**config.mk**
```make
export PLATFORM = sky130hd
export DESIGN_NAME = mul_seq_ctrl
export DESIGN_NICKNAME = d
export VERILOG_FILES = /design/src/rtl/mul_seq_ctrl.sv
export SDC_FILE = /design/constraint.sdc
export NUM_CORES = 1
export LEC_CHECK = 0
export ABC_CLOCK_PERIOD_IN_PS = 3330
export CAP_MARGIN = 0
export CORE_ASPECT_RATIO = 0.7
export CORE_MARGIN = 2
export CORE_UTILIZATION = 44
export CTS_CLUSTER_DIAMETER = 60
export CTS_CLUSTER_SIZE = 30
export DETAILED_ROUTE_END_ITERATION = 12
export GPL_TIMING_DRIVEN = 0
export PLACE_DENSITY = 0.67
export SETUP_SLACK_MARGIN = 0.2
export SYNTH_ARGS = -nofsm -noshare
export SYNTH_HDL_FRONTEND = slang
export SYNTH_SLANG_ARGS = --single-unit
```
**constraint.sdc**
```tcl
create_clock -name clk_i -period 3.33 [get_ports clk_i]
set_clock_uncertainty 0.15 [all_clocks]
set_input_delay 0.4995 -clock clk_i [delete_from_list [all_inputs] [get_ports clk_i]]
set_output_delay 0.4995 -clock clk_i [all_outputs]
set_load 0.03 [all_outputs]
```
**src/rtl/mul_seq_ctrl.sv**
```systemverilog
// Sequential shift-add multiplier controller that stalls the pipeline while a MUL is in flight.
// Optional MUL_EARLY_EXIT_EN finishes as soon as the remaining multiplier bits are all zero.
module mul_seq_ctrl #(
   parameter int DATA_W = 32
) (
   input  logic              clk_i,
   input  logic              rst_i,
   input  logic              valid_i,
   input  logic [DATA_W-1:0] op_a_i,
   input  logic [DATA_W-1:0] op_b_i,
   input  logic [4:0]        rd_addr_i,
   input  logic              kill_i,
   output logic              stall_o,
   output logic              busy_o,
   output logic              done_o,
   output logic [DATA_W-1:0] result_o,
   output logic [4:0]        rd_addr_o
);

   localparam int CNT_W = $clog2(DATA_W);

   typedef enum logic [1:0] {IDLE, RUN, DONE} state_t;

   state_t            state_q, state_d;
   logic [DATA_W-1:0] mcand_q, mcand_d;
   logic [DATA_W-1:0] mplier_q, mplier_d;
   logic [DATA_W-1:0] acc_q, acc_d;
   logic [DATA_W-1:0] result_q, result_d;
   logic [CNT_W-1:0]  count_q, count_d;
   logic [4:0]        rd_addr_q, rd_addr_d;
   logic [4:0]        rd_out_q, rd_out_d;
   logic              last_step;

   always_comb begin
      state_d   = state_q;
      mcand_d   = mcand_q;
      mplier_d  = mplier_q;
      acc_d     = acc_q;
      result_d  = result_q;
      count_d   = count_q;
      rd_addr_d = rd_addr_q;
      rd_out_d  = rd_out_q;
      last_step = 1'b0;
      case (state_q)
         IDLE: begin
            if (valid_i && !kill_i) begin
               state_d   = RUN;
               mcand_d   = op_a_i;
               mplier_d  = op_b_i;
               rd_addr_d = rd_addr_i;
               acc_d     = '0;
               count_d   = '0;
            end
         end
         RUN: begin
            acc_d    = acc_q + (mplier_q[0] ? mcand_q : '0);
            mcand_d  = mcand_q << 1;
            mplier_d = mplier_q >> 1;
            count_d  = count_q + CNT_W'(1);
            if (count_q == CNT_W'(DATA_W - 1)) last_step = 1'b1;
`ifdef MUL_EARLY_EXIT_EN
            if (mplier_d == '0) last_step = 1'b1;
`endif
            // Output registers only change on entry to DONE so they hold between results.
            if (last_step) begin
               state_d  = DONE;
               result_d = acc_d;
               rd_out_d = rd_addr_q;
            end
         end
         DONE: state_d = IDLE;
         default: state_d = IDLE;
      endcase
      if (kill_i) begin
         state_d  = IDLE;
         result_d = result_q;
         rd_out_d = rd_out_q;
      end
   end

   always_ff @(posedge clk_i) begin
      if (!rst_i) begin
         state_q   <= IDLE;
         mcand_q   <= '0;
         mplier_q  <= '0;
         acc_q     <= '0;
         result_q  <= '0;
         count_q   <= '0;
         rd_addr_q <= '0;
         rd_out_q  <= '0;
      end else begin
         state_q   <= state_d;
         mcand_q   <= mcand_d;
         mplier_q  <= mplier_d;
         acc_q     <= acc_d;
         result_q  <= result_d;
         count_q   <= count_d;
         rd_addr_q <= rd_addr_d;
         rd_out_q  <= rd_out_d;
      end
   end

   assign stall_o   = ((state_q == IDLE) && valid_i && !kill_i) || (state_q == RUN);
   assign busy_o    = (state_q == RUN);
   assign done_o    = (state_q == DONE);
   assign result_o  = result_q;
   assign rd_addr_o = rd_out_q;

endmodule

```
* After elaboration in Yosys (flattened, before gate mapping)
Index checks and enable logic that the tools add are counted.
** Cells by class
- Reduce and logical (&&, ||, !) cells :: 12
- Equality and inequality tests :: 5
- Mux-type cells :: 14
- Bitwise gates (word level) :: 2
- $add $sub $neg :: 2
** Operators with widths (number)
- 32-bit case mux with 2 select lines :: 3
- 32-bit 2-to-1 mux :: 4
- 32-bit adder :: 1
- 5-bit case mux with 2 select lines :: 1
- 2-bit AND reduction :: 3
- 5-bit by 1-bit adder with 5-bit output (second input constant) :: 1
- 5-bit equality test (second input constant) :: 1
- 5-bit 2-to-1 mux :: 1
- 2-bit 2-to-1 mux :: 2
- 2-bit case mux with 2 select lines :: 1
- 1-bit logical AND :: 3
- 3-bit AND reduction :: 1
- 2-bit by 1-bit equality test with 1-bit output (second input constant) :: 1
- 2-bit equality test (second input constant) :: 1
- 2-bit logical NOT :: 1
- 1-bit 2-to-1 mux :: 2
- 2-bit by 1-bit inequality test with 1-bit output (second input constant) :: 1
- 2-bit inequality test (second input constant) :: 1
- 1-bit NOT :: 2
- 2-bit nonzero test :: 1
- 2-bit OR reduction :: 1
- 1-bit logical NOT :: 1
- 1-bit logical OR :: 1
** Storage, ports and cells
- Input port bits :: 73
- Output and inout bits :: 40
- Logic and storage cells :: 43
- Register bits :: 145

* Longest topological paths before layout
- Depth in word-level cells :: 5
- Mapped depth :: 11
- Depth with buffers taken out :: 10

* Least setup slack after synthesis
OpenSTA, ideal clock, no wires.
- Kind :: reg2reg
- Start point :: register mplier_q[0]
- End point :: register acc_q[24]
- Path buffers :: 0
- Data required time :: 3.063 ns
- Data arrival time :: 2.535 ns
- Stages on the path, launching flop included :: 11
- Slack :: 0.527 ns
- Period minus slack after synthesis :: 2.803 ns
- Library setup time :: 0.117 ns
- Path through :: dfxtp_1 > and2_1 > ha_1 > fa_1 > a211oi_2 > o21ai_0 > nand3_1 > o211ai_2 > nor3b_1 > or3_1 > a32o_1
** Between the ends
- Cells in the longest elaborated chain, start to end :: 3
** Ends and longest elaborated chain
- from (decl) :: line 26 : logic [DATA_W-1:0] mplier_q, mplier_d;
- from (signal assigned) :: line 94 : mplier_q <= mplier_d;
- 32-bit 2-to-1 mux :: line 56 : acc_d = acc_q + (mplier_q[0] ? mcand_q : '0);
- 32-bit adder :: line 56
- 32-bit case mux with 2 select lines :: line 44 : case (state_q)
- to (signal assigned) :: line 86 : acc_q <= '0;
- to (signal assigned) :: line 95 : acc_q <= acc_d;
- to (decl) :: line 27 : logic [DATA_W-1:0] acc_q, acc_d;
No other way between the ends.
A chain may end at the register's enable or synchronous reset.

* Final worst setup path
- Start point :: register mplier_q[0]
- End point :: register acc_q[25]
Same word-level chain as after synthesis.

==> results.json <==
{
  "final_cell_count_no_fill": 1344,
  "grt_pass1_vias": 7156,
  "p_clk_share_pct": 46.8,
  "wl_um": 25120,
  "route.vias.total": 7773,
  "grt_use_total_pct": 27.12,
  "ys_seq_area_share_pct": 37.96,
  "synth_seq_cells": 145,
  "io_pins": 113,
  "critPathLaunchType": "flop",
  "placed_area_um2": 9057,
  "drv_slew": 0,
  "fin_util_pct": 58.39,
  "core_um2": 17070,
  "place_congestion": 0.9875,
  "grt_overflow": 0,
  "htree_levels": 4,
  "drc": 0,
  "postRouteAntennaNets": 0,
  "die_area_um2": 18470,
  "chipWidth_um": 161.6,
  "crit_type": "reg -> reg",
  "min_period_ns": 3.069,
  "synth_edf_count": 0,
  "placement.io_buffers": 112,
  "power_switching_mw": 1.096,
  "syn_nets": 1067,
  "cp.required_ns": 3.51,
  "grt_pass1_wl_um": 38670,
  "hold_viol_final": 0,
  "dp_slack_ns": -0.8427,
  "async_reset_ff_share_pct": 0,
  "cts_tree": "built",
  "arrival_ns": 3.25,
  "layout-drive-gt1-share_pct": 10.42,
  "crit_path_end_kind": "flop",
  "numCtsBuffers": 17,
  "slew_headroom_pct": 47.18,
  "path_clk_slew_ns": 0.06,
  "viasPerCell": 5.783,
  "combinationalPowerShare_pct": 8.7,
  "final.period_utilization_pct": 92.16,
  "path_max_fanout": 10,
  "max_freq_mhz": 325.9,
  "drtPass1Iterations": 6,
  "initial_utilization_pct": 44.81,
  "hold_path_class": "reg -> reg",
  "synth_flop_cell": "dfxtp_1",
  "clk_latency_ns": 0.44,
  "rsz0062_at_grt": "true",
  "power_density_nw_per_um2": 411.6,
  "worst_slew_pin_slew_ns": 0.7922,
  "hold_depth": 2,
  "place_hpwl_um": 18450,
  "row_count": 40,
  "outcome": "complete, no violations",
  "clockBufferDepth": 2,
  "r2r_cells": 10,
  "cts_sinks": 145,
  "cts-root-buf": "clkbuf_16",
  "avgSynthCellArea_um2": 7.966,
  "n_antenna_cell": 0,
  "p_int_mw": 3.005,
  "synthDistinctLibCells": 71,
  "dp.cells": 1303,
  "syn_inst": 960,
  "final-setup-viol-count": 0,
  "maxCapViolations": 0,
  "p_sw_share_pct": 26.73,
  "syn_area_um2": 7647,
  "leakage_nw": 3.710,
  "fp.dieH_um": 114.3,
  "synth_warnings": 0,
  "p_total_mw": 4.102,
  "seqPwrFrac_pct": 44.5,
  "wl_per_cell_um": 18.69,
  "drt_iter0_drc": 739,
  "grt_max_degree": 17,
  "ir_drop_v": 0.0002487,
  "final_area_um2": 9965,
  "grt_antenna_before_repair": 0,
  "fin_ws_ns": 0.2612,
  "fin_nets": 1207,
  "area_delta_synth_final_pct": 30.30
}
final timing paths:
kind	to	startpoint	slack, ns
max	acc_q[25]	mplier_q[0]	0.26
min	result_o[3]	result_o[3]	0.30
min reg2reg	result_o[3]	result_o[3]	0.30
max reg2reg	acc_q[25]	mplier_q[0]	0.26
sequential cells by signal (all words and copies together) (netlist names):
signal and cells:
mcand_q 32, mplier_q 32, state_q 2, rd_addr_q 5, acc_q 32, result_o 32, rd_addr_o 5, count_q 5
power groups by stage:
stage               clock (mW)  sequential [mW]  combinational, mW
global route              2.03             1.83              0.390
global placement             0             1.86              0.337
detailed placement           0             1.86              0.339
CTS                       1.95             1.82              0.346
floorplan                    0             1.85              0.178
finish                    1.92             1.82              0.356
cell families after synthesis:
logic type / count (synthesis) / synth area share, %
and+or+nand+nor: 375 / 22.97
muxes: 1 / 0.1309
AOI/OAI and AO/OA: 306 / 27.16
DFF: 145 / 37.96
buffers and inverters: 85 / 4.516
adders and majority gates: 34 / 5.661
xor gates and xnor gates: 14 / 1.603
layer usage:
| metal | vias up | global-route usage, % | part of all wire [%] | wire length (um) |
|---|---|---|---|---|
| met5 | - | 0 | 0 | 0 |
| met4 | 0 | 7.917 | 1.5 | 371 |
| met3 | 42 | 7.135 | 9.8 | 2465 |
| met2 | 345 | 37.04 | 39 | 9788 |
| met1 | 3630 | 41.22 | 50 | 12500 |
| li1 | 3756 | - | - | - |
Yosys cell counts, drive strengths merged (9+ instances only):
master	number	area [um2]
o21ai	31	158.9
nand2	141	529.3
dfxtp	145	2903
a22oi	44	330.3
or3	14	87.58
nand3	53	265.3
ha	33	412.9
and2	32	200.2
a21oi	118	598.1
inv	17	63.81
buf	20	101.4
a21o	15	113.9
o221ai	25	219.0
o211ai	9	72.57
nand4	16	112.6
clkbuf	47	176.4
nor2	81	309.0
layout make-up:
class / instances / area (um2)
Timing Repair Buffer: 121 / 1186
Buffer: 67 / 311.5
Multi-Input combinational cell: 730 / 4609
Fill cell: 1621 / 7102
Inverter: 18 / 71.32
Tap cell: 231 / 289.0
Sequential cell: 145 / 2907
Clock inverter: 15 / 165.2
Clock buffer: 17 / 425.4
placed cells by master (no fill, tap or decap), types with 16 or more instances in the layout:
master	Yosys	routed
ha_1	33	30
a22oi_1	44	44
o21ai_0	25	23
clkbuf_16	0	17
dfxtp_1	145	144
clkdlybuf4s50_1	0	110
nand2_1	141	139
clkbuf_1	47	41
o221ai_1	25	25
nand3_1	53	52
nor2_1	79	78
and2_1	32	32
a21oi_1	116	112
inv_1	16	16
critical path, cell delays in order (launching register included):
cell and delay, ns:
dfxtp_4 0.38, clkbuf_4 0.18, and2_1 0.19, ha_1 0.38, a21oi_1 0.23, o21ai_0 0.17
a31oi_2 0.26, o21a_1 0.26, a21oi_1 0.15, or3_1 0.34, a32o_1 0.26
timing repair:
item / in CTS / in global routing
hold buffers: 0 / 0
setup buffers: 2 / 7
setup endpoints to repair: 28 / 26
gates resized for setup: 26 / 40
hold endpoints to repair: 0 / 0
pin swaps: 2 / 12
cloned: 0 / 0
stage by stage:
stage / TNS (ns) / hold WS (ns)
after floorplan: 0 / 0.2809
after global placement: -2.559 / 0.2902
after detailed placement: -2.487 / 0.2968
after CTS: 0 / 0.3067
after global routing: 0 / 0.3265
final: 0 / 0.3043
Power figures use the tool's default switching activity.
